File: config.mk
export PLATFORM = sky130hd
export DESIGN_NAME = pi_sample_tx_flat
export DESIGN_NICKNAME = d
export VERILOG_FILES = /design/src/rtl/pi_sample_tx_if.sv /design/src/rtl/pi_sample_tx.sv /design/src/flat_wrapper.sv
export SDC_FILE = /design/constraint.sdc
export NUM_CORES = 1
export LEC_CHECK = 0
export CORE_MARGIN = 4
export CORE_UTILIZATION = 45
export DETAILED_ROUTE_END_ITERATION = 8
export PLACE_DENSITY = 0.68
export SLEW_MARGIN = 10
export SYNTH_ARGS = -nofsm -noshare
export SYNTH_HDL_FRONTEND = slang
export SYNTH_SLANG_ARGS = --single-unit
export TNS_END_PERCENT = 20
File: constraint.sdc
create_clock -name clk -period 3.99 [get_ports clk]
set_clock_uncertainty 0.2 [all_clocks]
set_input_delay 0.798 -clock clk [delete_from_list [all_inputs] [get_ports clk]]
set_output_delay 0.798 -clock clk [all_outputs]
set_load 0.02 [all_outputs]
File: src/rtl/pi_sample_tx_if.sv
// SPI link between the Raspberry Pi (master) and the sample transmitter (slave).
interface pi_sample_tx_if;
  logic sck;
  logic csN;
  logic miso;

  modport master (output sck, output csN, input miso);
  modport slave  (input sck, input csN, output miso);
endinterface

File: src/rtl/pi_sample_tx.sv
// SPI-slave transmitter: latches one processed sample per round and shifts it
// to the Pi as a 16-bit mode-0 frame {fresh, seq[3:0], sample[10:0]}.
// Stale frames (fresh=0) and overwritten samples (dropCount) let the Pi detect
// a rate mismatch between its reads and the sample rounds.
module pi_sample_tx #(
  parameter logic [9:0] LATCH_CYCLE = 10'h6,
  parameter int         SYNC_STAGES = 2
) (
  input  logic              clk,
  input  logic              reset,
  input  logic [9:0]        counter,
  input  logic [10:0]       sendVoltage,
  pi_sample_tx_if.slave     spi,
  output logic              frameDone,
  output logic [7:0]        dropCount
);

  typedef enum logic [1:0] {S_IDLE, S_SHIFT, S_DONE, S_WAIT} state_t;

  // Saturating increment for the drop counter.
  function automatic logic [7:0] sat_inc8(input logic [7:0] v);
    return (v == 8'hFF) ? 8'hFF : v + 8'd1;
  endfunction

  logic [SYNC_STAGES-1:0] sck_sync;
  logic [SYNC_STAGES-1:0] cs_sync;
  logic                   sck_d;
  logic                   cs_d;
  logic                   sck_s;
  logic                   cs_s;
  logic                   sckRise;
  logic                   sckFall;
  logic                   csFall;
  logic                   csRise;

  state_t      state;
  logic [15:0] shreg;
  logic [4:0]  bitCount;
  logic        miso_q;
  logic        armed;
  logic [10:0] hold;
  logic [3:0]  seq;
  logic        valid;
  logic        capture;
  logic        load;

  // --- input synchronizers and edge detect ---
  // cs sync resets low so reset never fakes a "csN high" observation (armed)
  // or a csFall; a csN already high simply arms a few clocks later.
  always_ff @(posedge clk or posedge reset) begin
    if (reset) begin
      sck_sync <= '0;
      cs_sync  <= '0;
      sck_d    <= 1'b0;
      cs_d     <= 1'b0;
    end else begin
      sck_sync <= {sck_sync[SYNC_STAGES-2:0], spi.sck};
      cs_sync  <= {cs_sync[SYNC_STAGES-2:0], spi.csN};
      sck_d    <= sck_sync[SYNC_STAGES-1];
      cs_d     <= cs_sync[SYNC_STAGES-1];
    end
  end

  assign sck_s   = sck_sync[SYNC_STAGES-1];
  assign cs_s    = cs_sync[SYNC_STAGES-1];
  assign sckRise = sck_s & ~sck_d;
  assign sckFall = ~sck_s & sck_d;
  assign csFall  = ~cs_s & cs_d;
  assign csRise  = cs_s & ~cs_d;

  assign capture = (counter == LATCH_CYCLE);
  assign load    = (state == S_IDLE) && csFall && armed;

  // --- sample capture, frame load and SPI shift state machine ---
  // A capture coinciding with a load hands the old sample to the frame, so
  // that case is not an overwrite and does not count as a drop.
  always_ff @(posedge clk or posedge reset) begin
    if (reset) begin
      state     <= S_IDLE;
      shreg     <= '0;
      bitCount  <= '0;
      miso_q    <= 1'b0;
      frameDone <= 1'b0;
      dropCount <= '0;
      armed     <= 1'b0;
      hold      <= '0;
      seq       <= '0;
      valid     <= 1'b0;
    end else begin
      frameDone <= 1'b0;
      if (cs_s) armed <= 1'b1;

      if (capture) begin
        hold <= sendVoltage;
        seq  <= seq + 4'd1;
        if (valid && !load) dropCount <= sat_inc8(dropCount);
      end

      if (capture)   valid <= 1'b1;
      else if (load) valid <= 1'b0;

      case (state)
        S_IDLE: begin
          miso_q <= 1'b0;
          if (load) begin
            shreg    <= {valid, seq, hold};
            miso_q   <= valid;
            bitCount <= '0;
            state    <= S_SHIFT;
          end
        end
        S_SHIFT: begin
          if (csRise) begin
            miso_q <= 1'b0;
            state  <= S_IDLE;
          end else begin
            if (sckRise) begin
              bitCount <= bitCount + 5'd1;
              if (bitCount == 5'd15) state <= S_DONE;
            end
            if (sckFall) begin
              shreg  <= {shreg[14:0], 1'b0};
              miso_q <= shreg[14];
            end
          end
        end
        S_DONE: begin
          frameDone <= 1'b1;
          miso_q    <= 1'b0;
          // csN may already be back high by the time DONE is reached.
          state     <= csRise ? S_IDLE : S_WAIT;
        end
        S_WAIT: begin
          miso_q <= 1'b0;
          if (csRise) state <= S_IDLE;
        end
        default: state <= S_IDLE;
      endcase
    end
  end

  assign spi.miso = miso_q;

endmodule

File: src/flat_wrapper.sv
// flat-port wrapper written by rule: the top's interface ports become plain ports
module pi_sample_tx_flat 
#(
  parameter logic [9:0] LATCH_CYCLE = 10'h6,
  parameter int         SYNC_STAGES = 2
)
  (clk, reset, counter, sendVoltage, frameDone, dropCount, spi_sck, spi_csN, spi_miso);
  pi_sample_tx_if spi_i ();
  input  logic clk;
  input  logic reset;
  input  logic [9:0] counter;
  input  logic [10:0] sendVoltage;
  output logic frameDone;
  output logic [7:0] dropCount;
  input wire logic [$bits(spi_i.sck)-1:0] spi_sck;
  input wire logic [$bits(spi_i.csN)-1:0] spi_csN;
  output wire logic [$bits(spi_i.miso)-1:0] spi_miso;
  assign spi_i.sck = spi_sck;
  assign spi_i.csN = spi_csN;
  assign spi_miso = spi_i.miso;
  pi_sample_tx #(.LATCH_CYCLE(LATCH_CYCLE), .SYNC_STAGES(SYNC_STAGES)) u_core (.clk(clk), .reset(reset), .counter(counter), .sendVoltage(sendVoltage), .spi(spi_i), .frameDone(frameDone), .dropCount(dropCount));
endmodule
**After elaboration in Yosys (flattened, before gate mapping)**

Index checks and enable logic that the tools add are counted.

- Bits in registers: 55
- Input port bits: 25
- Logic and storage cells: 74
- Output and inout bits: 10
- Latch bits: 0
- ROM bits: 0
- Memories kept: 0
- Memory bits (writable): 0

- Divide/modulo/power cells: 0
- Equality and inequality tests: 14
- $add $sub $neg: 3
- Bitwise logic cells: 8
- Reductions and logical operators: 12
- Shift-type cells: 0
- $lt $le $gt $ge: 0
- Mux-type cells: 23
- $mul: 0

Operators with widths:

| cell | number |
|---|---|
| $mux 15 | 3 |
| $pmux 15 s2 | 1 |
| $mux 5 | 3 |
| $mux 2 | 6 |
| $reduce_and 4->1 | 3 |
| $eq 10x3->1 const B | 1 |
| $pmux 5 s2 | 1 |
| $ne 3x1->1 const B | 3 |
| $add 8x1->8 const B | 1 |
| $eq 8x8->1 const B | 1 |
| $mux 8 | 1 |
| $ne 2x1->1 const B | 4 |
| $pmux 2 s4 | 1 |
| $mux 1 | 6 |
| $add 5x1->5 const B | 1 |
| $eq 5x4->1 const B | 1 |
| $add 4x1->4 const B | 1 |
| $and 1x1->1 | 4 |
| $eq 2x2->1 const B | 2 |
| $not 1->1 | 4 |
| $reduce_bool 2->1 | 2 |
| $logic_and 1x1->1 | 3 |
| $pmux 1 s3 | 1 |
| $eq 2x1->1 const B | 1 |
| 5 further kinds | 5 |

**Logic depth before layout (Yosys ltp)**

- Depth after elaboration: 7
- Depth in mapped cells: 6
- Depth with buffers taken out: 6

**Worst setup path after synthesis**

OpenSTA, ideal clock, no wires.

- Path type: input to register
- From: input port counter[3]
- To: register u_core.dropCount[2]
- Arrival: 1958 ps
- Data required time: 3665 ps
- Path buffers: 1
- Library setup time: 125 ps
- Slack: 1707 ps
- Cell stages on the path: 5
- Path through: and4bb_2 > nand4_1 > buf_2 > nor3_1 > mux2_2

- Word-level cells in the longest chain between the ends: 2

RTL lines:

| element | line | text |
|---|---|---|
| from (decl) | flat_wrapper.sv:11 | `input logic [9:0] counter;` |
| $eq 10x3->1 | pi_sample_tx.sv:71 | `assign capture = (counter == LATCH_CYCLE);` |
| $reduce_and 2->1 (no line) | n/a |  |
| to (signal assigned) | pi_sample_tx.sv:96 | `if (valid && !load) dropCount <= sat_inc8(dropCount);` |
| to (decl) | pi_sample_tx.sv:15 | `output logic [7:0] dropCount` |

No other way between the ends.
A chain may end at the register's enable or synchronous reset.

**Final worst setup path**

- From: input port counter[3]
- To: register u_core.dropCount[4]

Same word-level chain as after synthesis.

==> impl_metrics.py <==
metrics = {
    "global_route": {
        "track_usage": 0.137,
        "met3_usage": 0.0365,
        "antenna_found_initial": 0,
        "grtUsageMet1": 0.168,
        "grt.overflow.total": 0,
        "first_global_vias": 1693,
        "grt_pass1_wl_mm": 7.87,
        "use_met2": 0.231,
        "grt_start_max_net_pins": 30,
        "busiest_layer": "met2",
    },
    "final_layout": {
        "final_nets": 284,
        "final_cell_mix": "dfrtp_1 (55), nand2_1 (47), clkdlybuf4s50_1 (34)",
        "fin_area_sq_um": 3100,
        "final_common_cell": "dfrtp_1",
        "diodes": 0,
        "fillers": 499,
        "drive_gt1_frac": 0.223,
        "seqCellArea_sq_um": 1380,
        "multi_input_area_sq_um": 1130,
        "area_delta_synth_final_pct": 20.6,
    },
    "run": {
        "drv_cap": 0,
    },
    "die": {
        "coreArea_sq_um": 5540,
        "die_area_sq_um": 6990,
        "rows": 27,
        "ios": 35,
        "chipWidth_microns": 83.6,
        "die_y_microns": 83.6,
        "initial_utilization": 0.464,
    },
    "critical_path": {
        "arrival_ps": 2730,
        "end_kind": "register",
        "crit_required_ps": 4000,
        "crit_fanout": 11,
        "path_class": "input pin to register",
        "cp-start-kind": "input pin",
    },
    "drt": {
        "routed-via-count": 1702,
        "wirelength_mm": 4.43,
        "drcViolationCount": 0,
        "viasPerCell": 5.19,
        "wl_per_cell_microns": 13.5,
        "ant_nets": 0,
        "firstDrtPassIters": 4,
        "drt_iter0_drc": 50,
    },
    "clock_tree": {
        "hold_buffers": 0,
        "cts_setup_buffers": 0,
        "cts_num_sinks": 55,
        "path_clk_slew_ps": 100,
        "htree_levels": 2,
        "cts_resized": 0,
        "clk_latency_ps": 310,
        "numCtsBuffers": 5,
        "clock_path_buffers": 2,
        "cts_tree": "built",
        "cts_root_buf": "clkbuf_8",
    },
    "sta": {
        "tightest_slew_ps": 656,
        "slew_viol_final": 0,
        "rsz0062_at_grt": "false",
        "hold_viol": 0,
        "fin_tns_setup_ps": 0,
        "clock.fmax_ghz": 0.367,
        "fin_crit_sh": 0.683,
        "setup_viol_count_final": 0,
        "period_minus_slack_ps": 2730,
        "relSlewSlack": 0.563,
    },
    "pwr": {
        "p_leak_uw": 0.00144,
        "p_per_area_nw_per_um2": 371,
        "peakVddDrop_uv": 145,
    },
    "run_status": {
        "status": "finished, final reports clean",
    },
    "placement": {
        "dp_hpwl_mm": 3.17,
        "placed_cell_area_sq_um": 2970,
        "numPortBuffers": 34,
        "gp_routability_congestion": 0.829,
    },
    "synth": {
        "yosysUniqueCellTypes": 45,
        "synth_area_per_cell_sq_um": 11.7,
        "syn-num-nets": 249,
        "synth_area_sq_um": 2570,
        "synth_seq_cells": 55,
        "yosysWarnings": 0,
        "yosysSeqAreaShare": 0.535,
        "syn-instance-count": 220,
    },
    "min_path": {
        "hp-class": "register to register",
    },
}
-- registers in the layout, indices dropped and copies added (netlist names) --
register and flops:
u_core.shreg 15, u_core.hold 11, u_core.dropCount 8, u_core.bitCount 5, u_core.seq 4, u_core.cs_sync 2, u_core.sck_sync 2, u_core.state 2
u_core.armed 1, u_core.cs_d 1, u_core.frameDone 1, u_core.sck_d 1, u_core.spi.miso 1, u_core.valid 1
-- path summary, 6_finish.rpt --
kind / start / to / slack (ps) / cells past startpoint
min: u_core.sck_sync[0]$_DFF_PP0_ / u_core.sck_sync[1]$_DFF_PP0_ / 160 / 0
min reg2reg: u_core.sck_sync[0]$_DFF_PP0_ / u_core.sck_sync[1]$_DFF_PP0_ / 160 / 0
max reg2reg: u_core.state[1]$_DFFE_PP0P_ / u_core.shreg[14]$_DFFE_PP0P_ / 1660 / 4
max: counter[3] / u_core.dropCount[4]$_DFFE_PP0P_ / 1260 / 5
min in group asynchronous: reset / u_core.armed$_DFFE_PP0P_ / 670 / 2
max in group asynchronous: reset / u_core.bitCount[0]$_DFFE_PP0P_ / 2160 / 3
-- kinds of logic (layout without fill, tap and decap cells) --
logic type / count (synthesis) / count (layout) / share of synthesized area
adder cells (fa/ha/maj): 4 / 4 / 0.0195
multiplexers: 36 / 36 / 0.170
AO/OA/AOI/OAI: 17 / 17 / 0.0569
flip-flops: 55 / 55 / 0.535
AND/OR/NAND/NOR: 90 / 90 / 0.178
XOR/XNOR: 4 / 4 / 0.0136
buffers and inverters: 14 / 50 / 0.0272
-- area by class of cell --
class | count | share of cell area
Sequential cell | 55 | 0.444
Multi-Input combinational cell | 151 | 0.363
Timing Repair Buffer | 36 | 0.115
Tap cell | 72 | 0.0290
Clock buffer | 6 | 0.0234
Clock inverter | 2 | 0.0194
Inverter | 6 | 0.00726
-- power breakdown --
group	internal, uW	switching [uW]	leakage, uW
registers	580	19.5	0.000742
logic	66.7	54.0	0.000634
clock network	251	180	0.0000654
-- critical path: stages --
cell             delay (ps)
clkdlybuf4s50_1         410
and4bb_2                310
nand4_1                 380
nor4_1                  470
mux2_2                  370
-- stage by stage --
stage | hold WS, ps | utilization | power (uW) | setup WS, ps | instances
finish | 158 | 0.560 | 1150 | 1260 | 328
global route | 170 | 0.560 | 1200 | 1150 | 328
CTS | 162 | 0.560 | 1160 | 1280 | 328
global placement | 136 | 0.536 | 730 | 1050 | 320
detailed placement | 138 | 0.536 | 734 | 952 | 320
floorplan | 131 | - | 693 | 1650 | 220
-- Yosys cell counts, drive strengths merged --
| master | instances | area, sq um |
|---|---|---|
| xnor2 | 4 | 35.0 |
| clkbuf | 3 | 11.3 |
| nand2b | 3 | 26.3 |
| and4 | 1 | 8.76 |
| or3b | 1 | 8.76 |
| nand4 | 3 | 18.8 |
| and2b | 2 | 16.3 |
| o22ai | 2 | 26.3 |
| nand2 | 47 | 176 |
| or2 | 2 | 12.5 |
| dfrtp | 55 | 1380 |
| o31ai | 1 | 7.51 |
| mux2i | 1 | 10.0 |
| a2bb2oi | 1 | 8.76 |
| nor4b | 1 | 8.76 |
| inv | 6 | 22.5 |
| nor3 | 2 | 15.0 |
| a22o | 1 | 10.0 |
| and3 | 1 | 6.26 |
| nor2 | 12 | 45.0 |
| a22oi | 1 | 7.51 |
| nor3b | 1 | 7.51 |
| a21oi | 3 | 15.0 |
| a31oi | 2 | 12.5 |
| o2bb2ai | 1 | 8.76 |
| a211oi | 1 | 7.51 |
| or3 | 2 | 13.8 |
| nand3 | 3 | 15.0 |
| nor2b | 3 | 18.8 |
| nor4 | 5 | 46.3 |
| o41ai | 1 | 27.5 |
| buf | 5 | 36.3 |
| o21ai | 3 | 15.0 |
| mux2 | 35 | 428 |
| and4bb | 1 | 12.5 |
| ha | 4 | 50.1 |
-- per-layer routing --
| metal | vias up | share of wire |
|---|---|---|
| li1 | 834 | - |
| met1 | 833 | 0.44 |
| met2 | 29 | 0.50 |
| met3 | 6 | 0.036 |
| met4 | 0 | 0.017 |
| met5 | - | 0 |
(Power assumes the default switching activity.)
